==> config.mk <==
export PLATFORM = sky130hd
export DESIGN_NAME = fwd_regfile
export DESIGN_NICKNAME = d
export VERILOG_FILES = /design/src/rtl/fwd_regfile_pkg.sv /design/src/rtl/fwd_sel.sv /design/src/rtl/fwd_regfile.sv
export SDC_FILE = /design/constraint.sdc
export NUM_CORES = 2
export LEC_CHECK = 0
export ABC_CLOCK_PERIOD_IN_PS = 2910
export BUFFER_PORTS_ARGS = -buffer_cell sky130_fd_sc_hd__buf_2
export CAP_MARGIN = 25
export CELL_PAD_IN_SITES_DETAIL_PLACEMENT = 1
export CELL_PAD_IN_SITES_GLOBAL_PLACEMENT = 1
export CORE_MARGIN = 5
export CORE_UTILIZATION = 40
export CTS_BUF_LIST = sky130_fd_sc_hd__clkbuf_2 sky130_fd_sc_hd__clkbuf_4 sky130_fd_sc_hd__clkbuf_8
export CTS_CLUSTER_DIAMETER = 200
export DETAILED_ROUTE_END_ITERATION = 8
export PLACE_DENSITY = 0.65
export SYNTH_ARGS = -nofsm -noshare
export SYNTH_HDL_FRONTEND = slang
export SYNTH_SLANG_ARGS = --single-unit
export TNS_END_PERCENT = 50
==> constraint.sdc <==
create_clock -name clk -period 2.91 [get_ports clk]
set_input_delay 0.4365 -clock clk [delete_from_list [all_inputs] [get_ports clk]]
set_output_delay 0.4365 -clock clk [all_outputs]
set_load 0.01 [all_outputs]
==> src/rtl/fwd_regfile_pkg.sv <==
// Shared definitions for the fwd_regfile GPR block.
// Holds the forwarding-bus record layout. Each source on fwd_bus is packed as
// {wreg, ld_pend, waddr, wdata}, with wdata in the least significant bits.
// The helpers below give the record width and the bit positions of its fields.
package fwd_regfile_pkg;

  // Width of one forwarding-source record.
  function automatic int fwd_w(input int addr_w, input int data_w);
    return 2 + addr_w + data_w;
  endfunction

  // Field offsets inside one record.
  function automatic int fwd_wdata_lsb();
    return 0;
  endfunction

  function automatic int fwd_waddr_lsb(input int data_w);
    return data_w;
  endfunction

  function automatic int fwd_pend_bit(input int addr_w, input int data_w);
    return data_w + addr_w;
  endfunction

  function automatic int fwd_wreg_bit(input int addr_w, input int data_w);
    return data_w + addr_w + 1;
  endfunction

endpackage

==> src/rtl/fwd_sel.sv <==
// One read port of fwd_regfile: the priority mux plus hit/pending flags.
// Priority, highest first: r0 reads zero; lowest-index matching forwarding
// source; same-cycle WB write (write-through); stored register value.
// Ports:
//   raddr    in   read address of this port
//   reg_data in   stored value of reg[raddr]
//   we/waddr/wdata in   WB write port, used for write-through
//   fwd_bus  in   NR_FWD packed forwarding records, source 0 youngest
//   rdata    out  selected read data
//   hit      out  a forwarding source won the mux
//   pend     out  the winning source still has a load outstanding
module fwd_sel
  import fwd_regfile_pkg::*;
#(
  parameter int DATA_W = 32,
  parameter int ADDR_W = 5,
  parameter int NR_FWD = 3,
  localparam int FWD_W = fwd_w(ADDR_W, DATA_W)
) (
  input  logic [ADDR_W-1:0]       raddr,
  input  logic [DATA_W-1:0]       reg_data,
  input  logic                    we,
  input  logic [ADDR_W-1:0]       waddr,
  input  logic [DATA_W-1:0]       wdata,
  input  logic [NR_FWD*FWD_W-1:0] fwd_bus,
  output logic [DATA_W-1:0]       rdata,
  output logic                    hit,
  output logic                    pend
);

  localparam int WDATA_LSB = fwd_wdata_lsb();
  localparam int WADDR_LSB = fwd_waddr_lsb(DATA_W);
  localparam int PEND_BIT  = fwd_pend_bit(ADDR_W, DATA_W);
  localparam int WREG_BIT  = fwd_wreg_bit(ADDR_W, DATA_W);

  logic [FWD_W-1:0]  src;
  logic [ADDR_W-1:0] src_addr;

  always_comb begin
    // NOTE: every output and temporary gets a default first, so no path through
    // this block leaves a value unassigned and no latch is inferred.
    rdata    = reg_data;
    hit      = 1'b0;
    pend     = 1'b0;
    src      = '0;
    src_addr = '0;

    if (we && (waddr == raddr)) rdata = wdata;

    // Walk from the oldest source to the youngest so the youngest match is
    // the last assignment and therefore wins.
    for (int s = NR_FWD - 1; s >= 0; s--) begin
      src      = fwd_bus[s*FWD_W +: FWD_W];
      src_addr = src[WADDR_LSB +: ADDR_W];
      if (src[WREG_BIT] && (src_addr != '0) && (src_addr == raddr)) begin
        rdata = src[WDATA_LSB +: DATA_W];
        hit   = 1'b1;
        pend  = src[PEND_BIT];
      end
    end

    // r0 is constant zero regardless of any source or write targeting it.
    if (raddr == '0) begin
      rdata = '0;
      hit   = 1'b0;
      pend  = 1'b0;
    end
  end

endmodule

==> src/rtl/fwd_regfile.sv <==
// GPR file for the 5-stage pipeline, sitting in ID.
// NR_RD combinational read ports with prioritised forwarding from NR_FWD
// sources (0 = EX, youngest), one WB write port with write-through, load-use
// stall detection and a saturating count of stalled cycles. r0 reads zero.
// Optional HI/LO pair, enabled by defining REGFILE_HILO_EN.
// Ports:
//   clk, resetn          clock, asynchronous active-low reset
//   rd_en     in   per-port read valid, only gates stall detection
//   raddr     in   packed read addresses, port p at [p*ADDR_W +: ADDR_W]
//   rdata     out  packed read data, port p at [p*DATA_W +: DATA_W]
//   we/waddr/wdata in   WB write port
//   fwd_bus   in   NR_FWD records {wreg, ld_pend, waddr, wdata}
//   stall_req out  load-use hazard on some enabled port
//   stall_cnt out  saturating count of cycles with stall_req=1
//   hi_we/lo_we, hi_wdata/lo_wdata in, hi_rdata/lo_rdata out  (REGFILE_HILO_EN only)
module fwd_regfile
  import fwd_regfile_pkg::*;
#(
  parameter int DATA_W = 32,
  parameter int ADDR_W = 5,
  parameter int NR_RD  = 2,
  parameter int NR_FWD = 3,
  parameter int CNT_W  = 16,
  localparam int FWD_W = fwd_w(ADDR_W, DATA_W)
) (
  input  logic                    clk,
  input  logic                    resetn,
  input  logic [NR_RD-1:0]        rd_en,
  input  logic [NR_RD*ADDR_W-1:0] raddr,
  output logic [NR_RD*DATA_W-1:0] rdata,
  input  logic                    we,
  input  logic [ADDR_W-1:0]       waddr,
  input  logic [DATA_W-1:0]       wdata,
  input  logic [NR_FWD*FWD_W-1:0] fwd_bus,
  output logic                    stall_req,
  output logic [CNT_W-1:0]        stall_cnt
`ifdef REGFILE_HILO_EN
  ,
  input  logic                    hi_we,
  input  logic                    lo_we,
  input  logic [DATA_W-1:0]       hi_wdata,
  input  logic [DATA_W-1:0]       lo_wdata,
  output logic [DATA_W-1:0]       hi_rdata,
  output logic [DATA_W-1:0]       lo_rdata
`endif
);

  localparam int NR_REGS = 2 ** ADDR_W;

  logic [DATA_W-1:0] regs_q [NR_REGS];
  logic [DATA_W-1:0] regs_d [NR_REGS];
  logic [CNT_W-1:0]  stall_cnt_q, stall_cnt_d;
  logic [NR_RD-1:0]  hit_vec, pend_vec;

  for (genvar p = 0; p < NR_RD; p++) begin : g_rd
    logic [ADDR_W-1:0] ra;
    assign ra = raddr[p*ADDR_W +: ADDR_W];

    fwd_sel #(
      .DATA_W(DATA_W),
      .ADDR_W(ADDR_W),
      .NR_FWD(NR_FWD)
    ) u_sel (
      .raddr   (ra),
      .reg_data(regs_q[ra]),
      .we      (we),
      .waddr   (waddr),
      .wdata   (wdata),
      .fwd_bus (fwd_bus),
      .rdata   (rdata[p*DATA_W +: DATA_W]),
      .hit     (hit_vec[p]),
      .pend    (pend_vec[p])
    );
  end

  // A port stalls only if it is really reading and its winning source is a
  // pending load; an older ready match never hides a younger pending one
  // because fwd_sel reports the flags of the winner only.
  assign stall_req = |(rd_en & hit_vec & pend_vec);
  assign stall_cnt = stall_cnt_q;

  always_comb begin
    regs_d = regs_q;
    if (we && (waddr != '0)) regs_d[waddr] = wdata;
  end

  always_comb begin
    stall_cnt_d = stall_cnt_q;
    if (stall_req && (stall_cnt_q != '1)) stall_cnt_d = stall_cnt_q + CNT_W'(1);
  end

  // NOTE: the array sits in the reset domain because every GPR must read zero
  // after reset; this keeps it as flops rather than a RAM macro.
  always_ff @(posedge clk or negedge resetn) begin
    if (!resetn) begin
      for (int i = 0; i < NR_REGS; i++) regs_q[i] <= '0;
      stall_cnt_q <= '0;
    end else begin
      // NOTE: state is updated with non-blocking assignments so every flop
      // samples the pre-edge values, independent of statement order.
      regs_q      <= regs_d;
      stall_cnt_q <= stall_cnt_d;
    end
  end

`ifdef REGFILE_HILO_EN
  logic [DATA_W-1:0] hi_q, hi_d, lo_q, lo_d;

  assign hi_d     = hi_we ? hi_wdata : hi_q;
  assign lo_d     = lo_we ? lo_wdata : lo_q;
  // Write-through: the next-state value is exactly the same-cycle read value.
  assign hi_rdata = hi_d;
  assign lo_rdata = lo_d;

  always_ff @(posedge clk or negedge resetn) begin
    if (!resetn) begin
      hi_q <= '0;
      lo_q <= '0;
    end else begin
      hi_q <= hi_d;
      lo_q <= lo_d;
    end
  end
`endif

endmodule
==> impl_metrics.prom <==
# TYPE chip_impl_metric gauge
chip_impl_info{name="outcome",value="finished with violations"} 1
chip_impl_info{name="violations",value="negative setup slack"} 1
chip_impl_metric{name="drc_errors",unit=""} 0
chip_impl_metric{name="relative_area_change_from_synthesis_to_final_layout",unit="%"} 21.12
chip_impl_metric{name="post_synth_design_cell_area",unit="sq um"} 57790
chip_impl_metric{name="synthArstFlopShare",unit="%"} 100.0
chip_impl_metric{name="pd_cells",unit="nW/um^2"} 639.6
chip_impl_info{name="clock-root-buffer",value="sky130_fd_sc_hd__clkbuf_8"} 1
chip_impl_metric{name="timing.max_slew.rel_slack",unit="%"} 40.68
chip_impl_metric{name="dieWidth",unit="um"} 390.1
chip_impl_metric{name="worst_path_largest_cell_delay",unit="ns"} 0.56
chip_impl_metric{name="cap_viol_max_count",unit=""} 0
chip_impl_metric{name="clk_transition_reported_paths",unit="ns"} 0.06
chip_impl_info{name="library_cell_with_the_largest_summed_area_after_synthesis",value="sky130_fd_sc_hd__dfrtp_1"} 1
chip_impl_metric{name="first_iter_violations",unit=""} 3407
chip_impl_metric{name="avgSynthCellArea",unit="sq um"} 14.21
chip_impl_metric{name="finalWirelength",unit="um"} 216900
chip_impl_metric{name="power_leakage",unit="nW"} 30.75
chip_impl_metric{name="post_synth_num_cell_types",unit=""} 56
chip_impl_metric{name="drt-vias-per-instance",unit=""} 6.261
chip_impl_info{name="cpLargestDelayFamily",value="simple AND/OR/NAND/NOR gates"} 1
chip_impl_metric{name="clock_tree.buffer_depth",unit=""} 3
chip_impl_metric{name="grt_pass1_wl",unit="um"} 315700
chip_impl_metric{name="final-setup-viol-count",unit=""} 65
chip_impl_metric{name="grt_remaining_overflow",unit=""} 0
chip_impl_metric{name="io_buffer_count",unit=""} 249
chip_impl_metric{name="htreeDepth",unit=""} 4
chip_impl_metric{name="post_synth_edffs",unit=""} 0
chip_impl_metric{name="vias",unit=""} 41214
chip_impl_metric{name="synth_seq_cells",unit=""} 1040
chip_impl_metric{name="floorplan.rows",unit=""} 139
chip_impl_metric{name="synth_nets",unit=""} 4238
chip_impl_metric{name="drt-wirelength-per-cell",unit="um"} 32.94
chip_impl_info{name="timing.hold.worst.class",value="primary input to flop"} 1
chip_impl_metric{name="cp.arrival",unit="ns"} 2.98
chip_impl_metric{name="ir_drop",unit="mV"} 0.4287
chip_impl_metric{name="worst-path-buf-inv",unit=""} 5
chip_impl_info{name="synth.top_cells.by_area",value="sky130_fd_sc_hd__dfrtp_1, sky130_fd_sc_hd__mux2_2, sky130_fd_sc_hd__mux4_2"} 1
chip_impl_metric{name="grt_pass1_vias",unit=""} 43881
chip_impl_metric{name="nNetsFinal",unit=""} 4700
chip_impl_metric{name="dp_worst_setup_slack",unit="ns"} -0.5908
chip_impl_metric{name="drtPass1Iterations",unit=""} 8
chip_impl_info{name="path_class",value="primary input to primary output"} 1
chip_impl_metric{name="pin_count",unit=""} 250
chip_impl_metric{name="grt_start_max_net_pins",unit=""} 91
chip_impl_metric{name="max_freq",unit="MHz"} 292.7
chip_impl_metric{name="gp_congestion",unit=""} 0.9407
chip_impl_metric{name="worstPathMaxFanout",unit=""} 9
chip_impl_metric{name="track_usage",unit="%"} 28.26
chip_impl_metric{name="timing.final.max_slew_violations",unit=""} 0
chip_impl_info{name="cpMaxStageDelayCell",value="sky130_fd_sc_hd__or4_4"} 1
chip_impl_metric{name="synth-warning-count",unit=""} 0
chip_impl_metric{name="drive_above_1_share",unit="%"} 60.07
chip_impl_metric{name="final_min_period_over_clock_period",unit="%"} 117.4
chip_impl_metric{name="initial_util",unit="%"} 40.23
chip_impl_metric{name="number_of_buffers_created_by_cts",unit=""} 186
chip_impl_metric{name="cts_num_sinks",unit=""} 1040
chip_impl_metric{name="grt_antenna_before_repair",unit=""} 18
chip_impl_metric{name="finalWorstPathRequiredPeriod",unit="ns"} 3.416
chip_impl_info{name="setup.worst_path.end_class",value="primary output"} 1
chip_impl_info{name="ys_dominant_reg_cell",value="sky130_fd_sc_hd__dfrtp_1"} 1
chip_impl_metric{name="synth_top_area_share",unit="%"} 45.04
chip_impl_metric{name="area_enclosed_by_the_die_boundary",unit="sq um"} 152200
chip_impl_metric{name="final.setup.worst_slack",unit="ns"} -0.5063
chip_impl_info{name="unrepaired_setup_endpoints_after_global_routing",value="yes"} 1
chip_impl_metric{name="fin_worst_skew",unit="ns"} 0.01234
chip_impl_metric{name="fin_setup_tns",unit="ns"} -21.27
chip_impl_info{name="cts_tree",value="done"} 1
chip_impl_metric{name="yosysSeqAreaShare",unit="%"} 45.04
chip_impl_metric{name="final.hold.worst_slack",unit="ns"} 0.1112
chip_impl_metric{name="max_slew.worst_pin.slew",unit="ns"} 0.8897
chip_impl_info{name="worstSetupStartpointType",value="primary input"} 1
chip_impl_metric{name="synthCells",unit=""} 4068
chip_impl_metric{name="insertion_delay",unit="ns"} 0.90
chip_impl_metric{name="coreArea",unit="sq um"} 143700
chip_impl_metric{name="place_hpwl",unit="um"} 144100
chip_impl_info{name="cp_cell_instances",value="buf_6 > or4_4 > nor3b_4 > o211a_4 > buf_4 > nor4_4 > buf_12 > buf_12 > a21oi_1 > a21oi_1 > buf_2"} 1
chip_impl_metric{name="final_antenna_net_count",unit=""} 0
chip_impl_metric{name="die_h",unit="um"} 390.1
chip_impl_metric{name="crit_required",unit="ns"} 2.47
chip_impl_metric{name="final_hold_viol_count",unit=""} 0
logic make-up (layout without fill, tap and decap cells):
logic type	Yosys count	in the layout	share of synthesized area, %
DFF	1040	1040	45.04
AOI/OAI and AO/OA	371	371	4.166
other	0	12	0
muxes	1729	1729	43.25
adders and majority gates	1	1	0.02165
and+or+nand+nor	410	410	3.477
xor gates and xnor gates	54	54	0.8184
buffers and inverters	463	1063	3.226
repair_timing:
action | CTS | global route
buffers inserted | 53 | 12
setup endpoints to repair | 65 | 65
resized for setup | 121 | 97
hold buffers | 2 | 0
endpoints found under the hold margin | 477 | 0
pin swaps | 45 | 34
cloned | 2 | 4
layer usage:
metal | vias up | GRT usage, % | part of all wire (%) | routed length (um)
li1 | 16623 | - | - | -
met1 | 22479 | 39.27 | 43 | 93130
met2 | 1703 | 43.98 | 46 | 100100
met3 | 401 | 7.121 | 7.9 | 17060
met4 | 8 | 8.610 | 3.0 | 6481
met5 | - | 0 | 0.021 | 46
layout by cell type, fill, tap and decap left out, drive strengths merged, types with 3 or more instances in the layout:
| cell type | synthesis | routed |
|---|---|---|
| a21oi | 188 | 188 |
| a221o | 32 | 32 |
| a221oi | 32 | 32 |
| a22oi | 33 | 33 |
| a31oi | 5 | 5 |
| and2 | 8 | 8 |
| and3 | 5 | 5 |
| buf | 154 | 730 |
| bufinv | 0 | 3 |
| clkbuf | 307 | 291 |
| clkinv | 0 | 25 |
| dfrtp | 1040 | 1040 |
| diode | 0 | 12 |
| inv | 2 | 10 |
| mux2 | 1025 | 1025 |
| mux2i | 192 | 192 |
| mux4 | 512 | 512 |
| nand2 | 153 | 153 |
| nand3 | 131 | 131 |
| nand3b | 3 | 3 |
| nand4 | 5 | 5 |
| nor2 | 28 | 28 |
| nor2b | 35 | 35 |
| nor3 | 12 | 12 |
| nor3b | 8 | 8 |
| nor4 | 5 | 5 |
| nor4b | 3 | 3 |
| o211a | 3 | 3 |
| o21ai | 44 | 44 |
| o221ai | 27 | 27 |
| or2 | 4 | 4 |
| or4 | 4 | 4 |
| xnor2 | 25 | 25 |
| xor2 | 29 | 29 |
stage by stage:
stage	std cells	total power, mW	utilization [%]	cell area [sq um]
2_1_floorplan	4068	25.63	-	57790
3_3_place_gp	6177	29.15	44.94	64550
3_5_place_dp	6177	29.61	44.94	64550
4_1_cts	6557	44.79	48.29	69370
5_1_grt	6576	46.75	48.71	69970
6_report	6583	44.76	48.72	69990
cell usage after synthesis, drive strengths merged, types with 5 or more instances:
library cell,n
dfrtp,1040
mux2,1025
mux4,512
clkbuf,307
mux2i,192
a21oi,188
buf,154
nand2,153
nand3,131
o21ai,44
nor2b,35
a22oi,33
a221o,32
a221oi,32
xor2,29
nor2,28
o221ai,27
xnor2,25
nor3,12
and2,8
nor3b,8
a31oi,5
and3,5
nand4,5
nor4,5
worst reg2reg max path, cell delays in order (launching register included):
cell and delay (ns):
sky130_fd_sc_hd__dfrtp_1 0.43, sky130_fd_sc_hd__nand4_1 0.13, sky130_fd_sc_hd__nor2_1 0.18, sky130_fd_sc_hd__and3_1 0.24
sky130_fd_sc_hd__nand4_1 0.15, sky130_fd_sc_hd__nor3_2 0.40, sky130_fd_sc_hd__buf_4 0.24, sky130_fd_sc_hd__nor4b_1 0.06
sky130_fd_sc_hd__xor2_1 0.16
registers in the layout, summed over array words and instances (netlist names):
register / flops
regs_q: 1024
stall_cnt: 16
final timing paths:
kind | startpoint | endpoint | slack [ns] | cells after the start
max | fwd_bus[114] | rdata[46] | -0.51 | 11
min | wdata[17] | regs_q[401]$_DFFE_PN0P_ | 0.11 | 2
max reg2reg | stall_cnt[6]$_DFFE_PN0P_ | stall_cnt[7]$_DFFE_PN0P_ | 0.78 | 8
min reg2reg | regs_q[992]$_DFFE_PN0P_ | regs_q[992]$_DFFE_PN0P_ | 0.39 | 0
max in group asynchronous | resetn | regs_q[229]$_DFFE_PN0P_ | 1.79 | 4
min in group asynchronous | resetn | regs_q[198]$_DFFE_PN0P_ | 0.14 | 2
layout make-up:
class | instances | area [sq um]
Antenna cell | 12 | 30.03
Clock buffer | 288 | 3607
Clock inverter | 38 | 316.6
Fill cell | 14233 | 73660
Inverter | 2 | 7.507
Multi-Input combinational cell | 2565 | 30970
Sequential cell | 1040 | 26030
Tap cell | 1903 | 2381
Timing Repair Buffer | 735 | 6658
power by group:
part	total, mW	switching (mW)	internal, mW
Combinational	10.9	4.62	6.28
Sequential	19.2	2.03	17.2
Clock	14.6	6.49	8.14
Total	44.8	13.1	31.6
Note: power is estimated with default switching activity, not from simulation.
